File: config.mk
export PLATFORM = sky130hd
export DESIGN_NAME = div_iter_core
export DESIGN_NICKNAME = d
export VERILOG_FILES = /design/src/rtl/div_iter_core.sv
export SDC_FILE = /design/constraint.sdc
export NUM_CORES = 1
export LEC_CHECK = 0
export ABC_CLOCK_PERIOD_IN_PS = 4800
export CORE_MARGIN = 3
export CORE_UTILIZATION = 40
export DETAILED_ROUTE_END_ITERATION = 10
export DONT_BUFFER_PORTS = 1
export HOLD_SLACK_MARGIN = 0.15
export PLACE_DENSITY = 0.53
export SLEW_MARGIN = 5
export SYNTH_ARGS = -nofsm -noshare
export SYNTH_HDL_FRONTEND = slang
export SYNTH_SLANG_ARGS = --single-unit
File: constraint.sdc
create_clock -name clk -period 4.8 [get_ports clk]
set_input_delay 0.96 -clock clk [delete_from_list [all_inputs] [get_ports clk]]
set_output_delay 0.96 -clock clk [all_outputs]
set_load 0.05 [all_outputs]
File: src/rtl/div_iter_core.sv
// Iterative radix-2 restoring divider for RISC-V DIV/DIVU/REM/REMU (magnitudes in, sign fix-up at the end).
// Optional: define DIV_EARLY_OUT_EN to skip CALC when divisor==0 or dividend<divisor.
module div_iter_core #(
   parameter int XLEN = 32
) (
   input  logic            clk,
   input  logic            rst,
   input  logic            start,
   input  logic            flush,
   input  logic [XLEN-1:0] dividend,
   input  logic [XLEN-1:0] divisor,
   input  logic            neg_q,
   input  logic            neg_r,
   output logic            busy,
   output logic            done,
   output logic [XLEN-1:0] quotient,
   output logic [XLEN-1:0] remainder
);
   localparam int CW = $clog2(XLEN);

   typedef enum logic [1:0] {IDLE, CALC, FIX} state_t;

   state_t          state;
   logic [XLEN-1:0] dq;    // dividend shifts out the top, quotient bits shift in the bottom
   logic [XLEN-1:0] dvs;
   logic [XLEN:0]   rem;   // top bit is always 0; the extra width keeps the trial subtract exact
   logic [CW-1:0]   cnt;
   logic            nq;
   logic            nr;

   logic [XLEN+1:0] sh;
   logic [XLEN+1:0] trial;
   logic            borrow;

   always_comb begin
      sh     = {rem, dq[XLEN-1]};
      trial  = sh - {2'b00, dvs};
      borrow = trial[XLEN+1];
   end

   always_ff @(posedge clk) begin
      if (rst) begin
         state     <= IDLE;
         dq        <= '0;
         dvs       <= '0;
         rem       <= '0;
         cnt       <= '0;
         nq        <= 1'b0;
         nr        <= 1'b0;
         busy      <= 1'b0;
         done      <= 1'b0;
         quotient  <= '0;
         remainder <= '0;
      end else begin
         done <= 1'b0;
         if (flush) begin
            state <= IDLE;
            busy  <= 1'b0;
         end else begin
            case (state)
               IDLE: begin
                  if (start) begin
                     dq    <= dividend;
                     dvs   <= divisor;
                     // x/0 keeps the all-ones quotient regardless of operand signs
                     nq    <= neg_q && (divisor != '0);
                     nr    <= neg_r;
                     rem   <= '0;
                     cnt   <= CW'(XLEN - 1);
                     busy  <= 1'b1;
                     state <= CALC;
`ifdef DIV_EARLY_OUT_EN
                     if ((divisor == '0) || (dividend < divisor)) begin
                        dq    <= (divisor == '0) ? '1 : '0;
                        rem   <= {1'b0, dividend};
                        state <= FIX;
                     end
`endif
                  end
               end
               CALC: begin
                  dq  <= {dq[XLEN-2:0], ~borrow};
                  rem <= borrow ? sh[XLEN:0] : trial[XLEN:0];
                  if (cnt == '0) state <= FIX;
                  else           cnt   <= cnt - 1'b1;
               end
               FIX: begin
                  quotient  <= nq ? -dq : dq;
                  remainder <= nr ? -rem[XLEN-1:0] : rem[XLEN-1:0];
                  busy      <= 1'b0;
                  done      <= 1'b1;
                  state     <= IDLE;
               end
               default: state <= IDLE;
            endcase
         end
      end
   end
endmodule
==> summary.md <==
| Metric | Value |
|---|---|
| Outcome | `completed` |
| Pre-antenna DRT Iters | `5` |
| Initial Utilization | `41.2%` |
| Number of max-cap violations | `0` |
| Vias per cell | `5.53` |
| Wirelength per Cell | `17.2 um` |
| Die Footprint | `0.0255 mm2` |
| Post-synth top area share | `36.5%` |
| Static Leak | `3.75 nW` |
| Peak supply drop | `0.000174 V` |
| Hold buffer count at CTS | `0` |
| Initial DRC Count | `596` |
| Top Ports | `136` |
| Gate Count Post-Synth | `1207` |
| Final setup skew | `0.00992 ns` |
| Placer congestion estimate | `0.882` |
| Overflow after GRT | `0` |
| Critical path class | `reg -> reg` |
| Top FF cell, synth | `dfxtp_1` |
| Period utilization | `78.1%` |
| Antenna diodes | `0` |
| Post-DP HPWL | `18.6 mm` |
| GRT Util Overall | `19.8%` |
| Most common cell after layout, fill and taps aside | `nand2_1` |
| Core area | `0.0229 mm2` |
| Period minus WS final | `3.75 ns` |
| Synth area leader | `dfxtp_1` |
| Syn. warnings | `0` |
| EDFF count, synth | `0` |
| Reg clk slew, reported paths | `0.07 ns` |
| Worst slew margin | `27.3%` |
| Critical-path maximum fanout | `6` |
| Area Overhead vs Synth | `8.01%` |
| Num CTS Buffers | `17` |
| Layout cells sized above 1 | `5.03%` |
| Worst Hold Class | `reg -> reg` |
| Netlist Area Pre-Place | `0.00944 mm2` |
| Width of the die | `160 um` |
| Post-route DRC | `0` |
| Largest net degree at the start of global routing | `140` |
| Leading cell types in the layout, fill and taps excluded | `nand2_1, dfxtp_1, nor2_1, a21oi_1, o21ai_0` |
| Post-CTS setup buffers | `0` |
| Unique cell type count in the Yosys netlist | `58` |
| Port bufs | `0` |
| FILL cells | `2332` |
| Worst-Margin Slew | `1.09 ns` |
| Syn_area_per_cell | `7.82 um2` |
| Unrepaired setup endpoints after global routing | `false` |
| Final worst slack | `1.05 ns` |
| Sinks on Clock Net | `172` |
| Worst-Skew Late Latency | `0.44 ns` |
| Arr. time, crit path | `4.07 ns` |
| CTS tree | `built` |
| Max clock buf depth | `2` |
| Post-cts resize count | `0` |
| Row Count | `55` |
| Crit. End Element | `flip-flop` |
| Final wirelength | `25.6 mm` |
| Setup_tns | `0 ns` |
| Root buf cell | `clkbuf_16` |
| Die height | `160 um` |
| Pins Over Slew Limit | `0` |
| Nets | `1269` |
| Final Util | `44.5%` |
| Final Hold Viols | `0` |
| Synthesis-stage register bit count | `172` |
| Mapped Nets | `1314` |
| Startpoint Class | `flip-flop` |
| Vias | `8222` |
| Post-route insts no fill | `1487` |
| Final Instance Area | `0.0102 mm2` |
| Register area share after synthesis | `36.5%` |
| Synth area leaders | `dfxtp_1, nand2_1, xor2_1` |
| Worst EP required | `5.12 ns` |
| Number of instances in the placed design | `1456` |
| Async SR Flop Fraction | `0%` |
| Post-DRT Antenna Nets | `0` |
| PwrDens | `346 mW/mm2` |
| Cell area after placement | `0.00964 mm2` |
| First-pass GRT wire length | `41.3 mm` |
| Fmax | `0.267 GHz` |
| H-tree levels | `4` |
| Vias in the first global route | `7576` |
| Pre-CTS setup slack | `1.05 ns` |
| Final Setup Violations | `0` |
| Initial antenna violation count | `1` |
## per-stage QoR
step | total power, W | hold slack (ns)
final | 0.00352 | 0.452
after global routing | 0.00371 | 0.472
after CTS | 0.00356 | 0.451
after detailed placement | 0.00223 | 0.442
after global placement | 0.00223 | 0.439
after floorplan | 0.00209 | 0.436
## area by class of cell
type                    instances  area [um2]  area share, %
clock buffers                  19         443           4.35
clock inverters                12         104           1.02
inverters                      46         173           1.69
multi-input cells             912        5540           54.4
flip-flops and latches        172        3440           33.8
well taps                     313         392           3.84
repair buffers                 13        97.6          0.958
## worst paths after layout
path,startpoint,end,slack [ns],depth (start not counted)
worst max register to register,dq[0],quotient[31],1.05,9
worst min register to register,dvs[26],dvs[26],0.45,2
worst min-delay path,dvs[26],dvs[26],0.45,2
worst max-delay path,dq[0],quotient[31],1.05,9
## cell usage after synthesis (all sizes together) (6+ instances only)
master  instances
nand2b         12
a211oi         57
clkbuf         70
a21o           13
inv            46
nand2         202
nor2          124
o41ai          11
or3             8
a21oi          93
xnor2          21
ha             36
a32oi           6
o211ai          7
o21ai          74
and3            6
dfxtp         172
a311oi         31
xor2           68
o31ai          18
nor2b           6
nand3          11
nand4           9
buf             6
mux2i           9
or4            14
a31oi           6
nor3           14
nor4           15
## logic make-up after synthesis
| logic type | share of synthesized area [%] |
|---|---|
| AND/OR/NAND/NOR | 20.5 |
| adder cells (fa/ha/maj) | 4.99 |
| flip-flops | 36.5 |
| multiplexers | 0.955 |
| buffers and inverters | 5.08 |
| AO/OA/AOI/OAI | 23.7 |
| XOR/XNOR | 8.26 |
## registers in the layout (all words and copies together), names as in the netlist, 2 cells and up
name,cells
rem,33
dq,32
dvs,32
quotient,32
remainder,32
cnt,5
state,2
## routing by layer
metal / vias to the layer above / share of wire [%] / global-route usage, %
met2: 210 / 42 / 28.9
met4: 2 / 0.96 / 4.22
met3: 19 / 5.7 / 4.47
li1: 4213 / - / -
met5: - / 0.078 / 0
met1: 3778 / 51 / 29.6
## power breakdown
group          switching [W]  internal [W]
clock               0.000633      0.000691
combinational       0.000388      0.000260
sequential         0.0000758       0.00148
total                0.00110       0.00243
## worst max-delay path, stage by stage, from the launching register on
cell,delay [ns]
dfxtp_1,0.38
or4_4,0.59
or4_4,0.53
or3_4,0.41
or4_1,0.49
or4_4,0.47
nand2b_4,0.18
o31ai_4,0.30
xnor2_1,0.20
o21ai_1,0.09
Note: power is estimated with default switching activity, not from simulation.
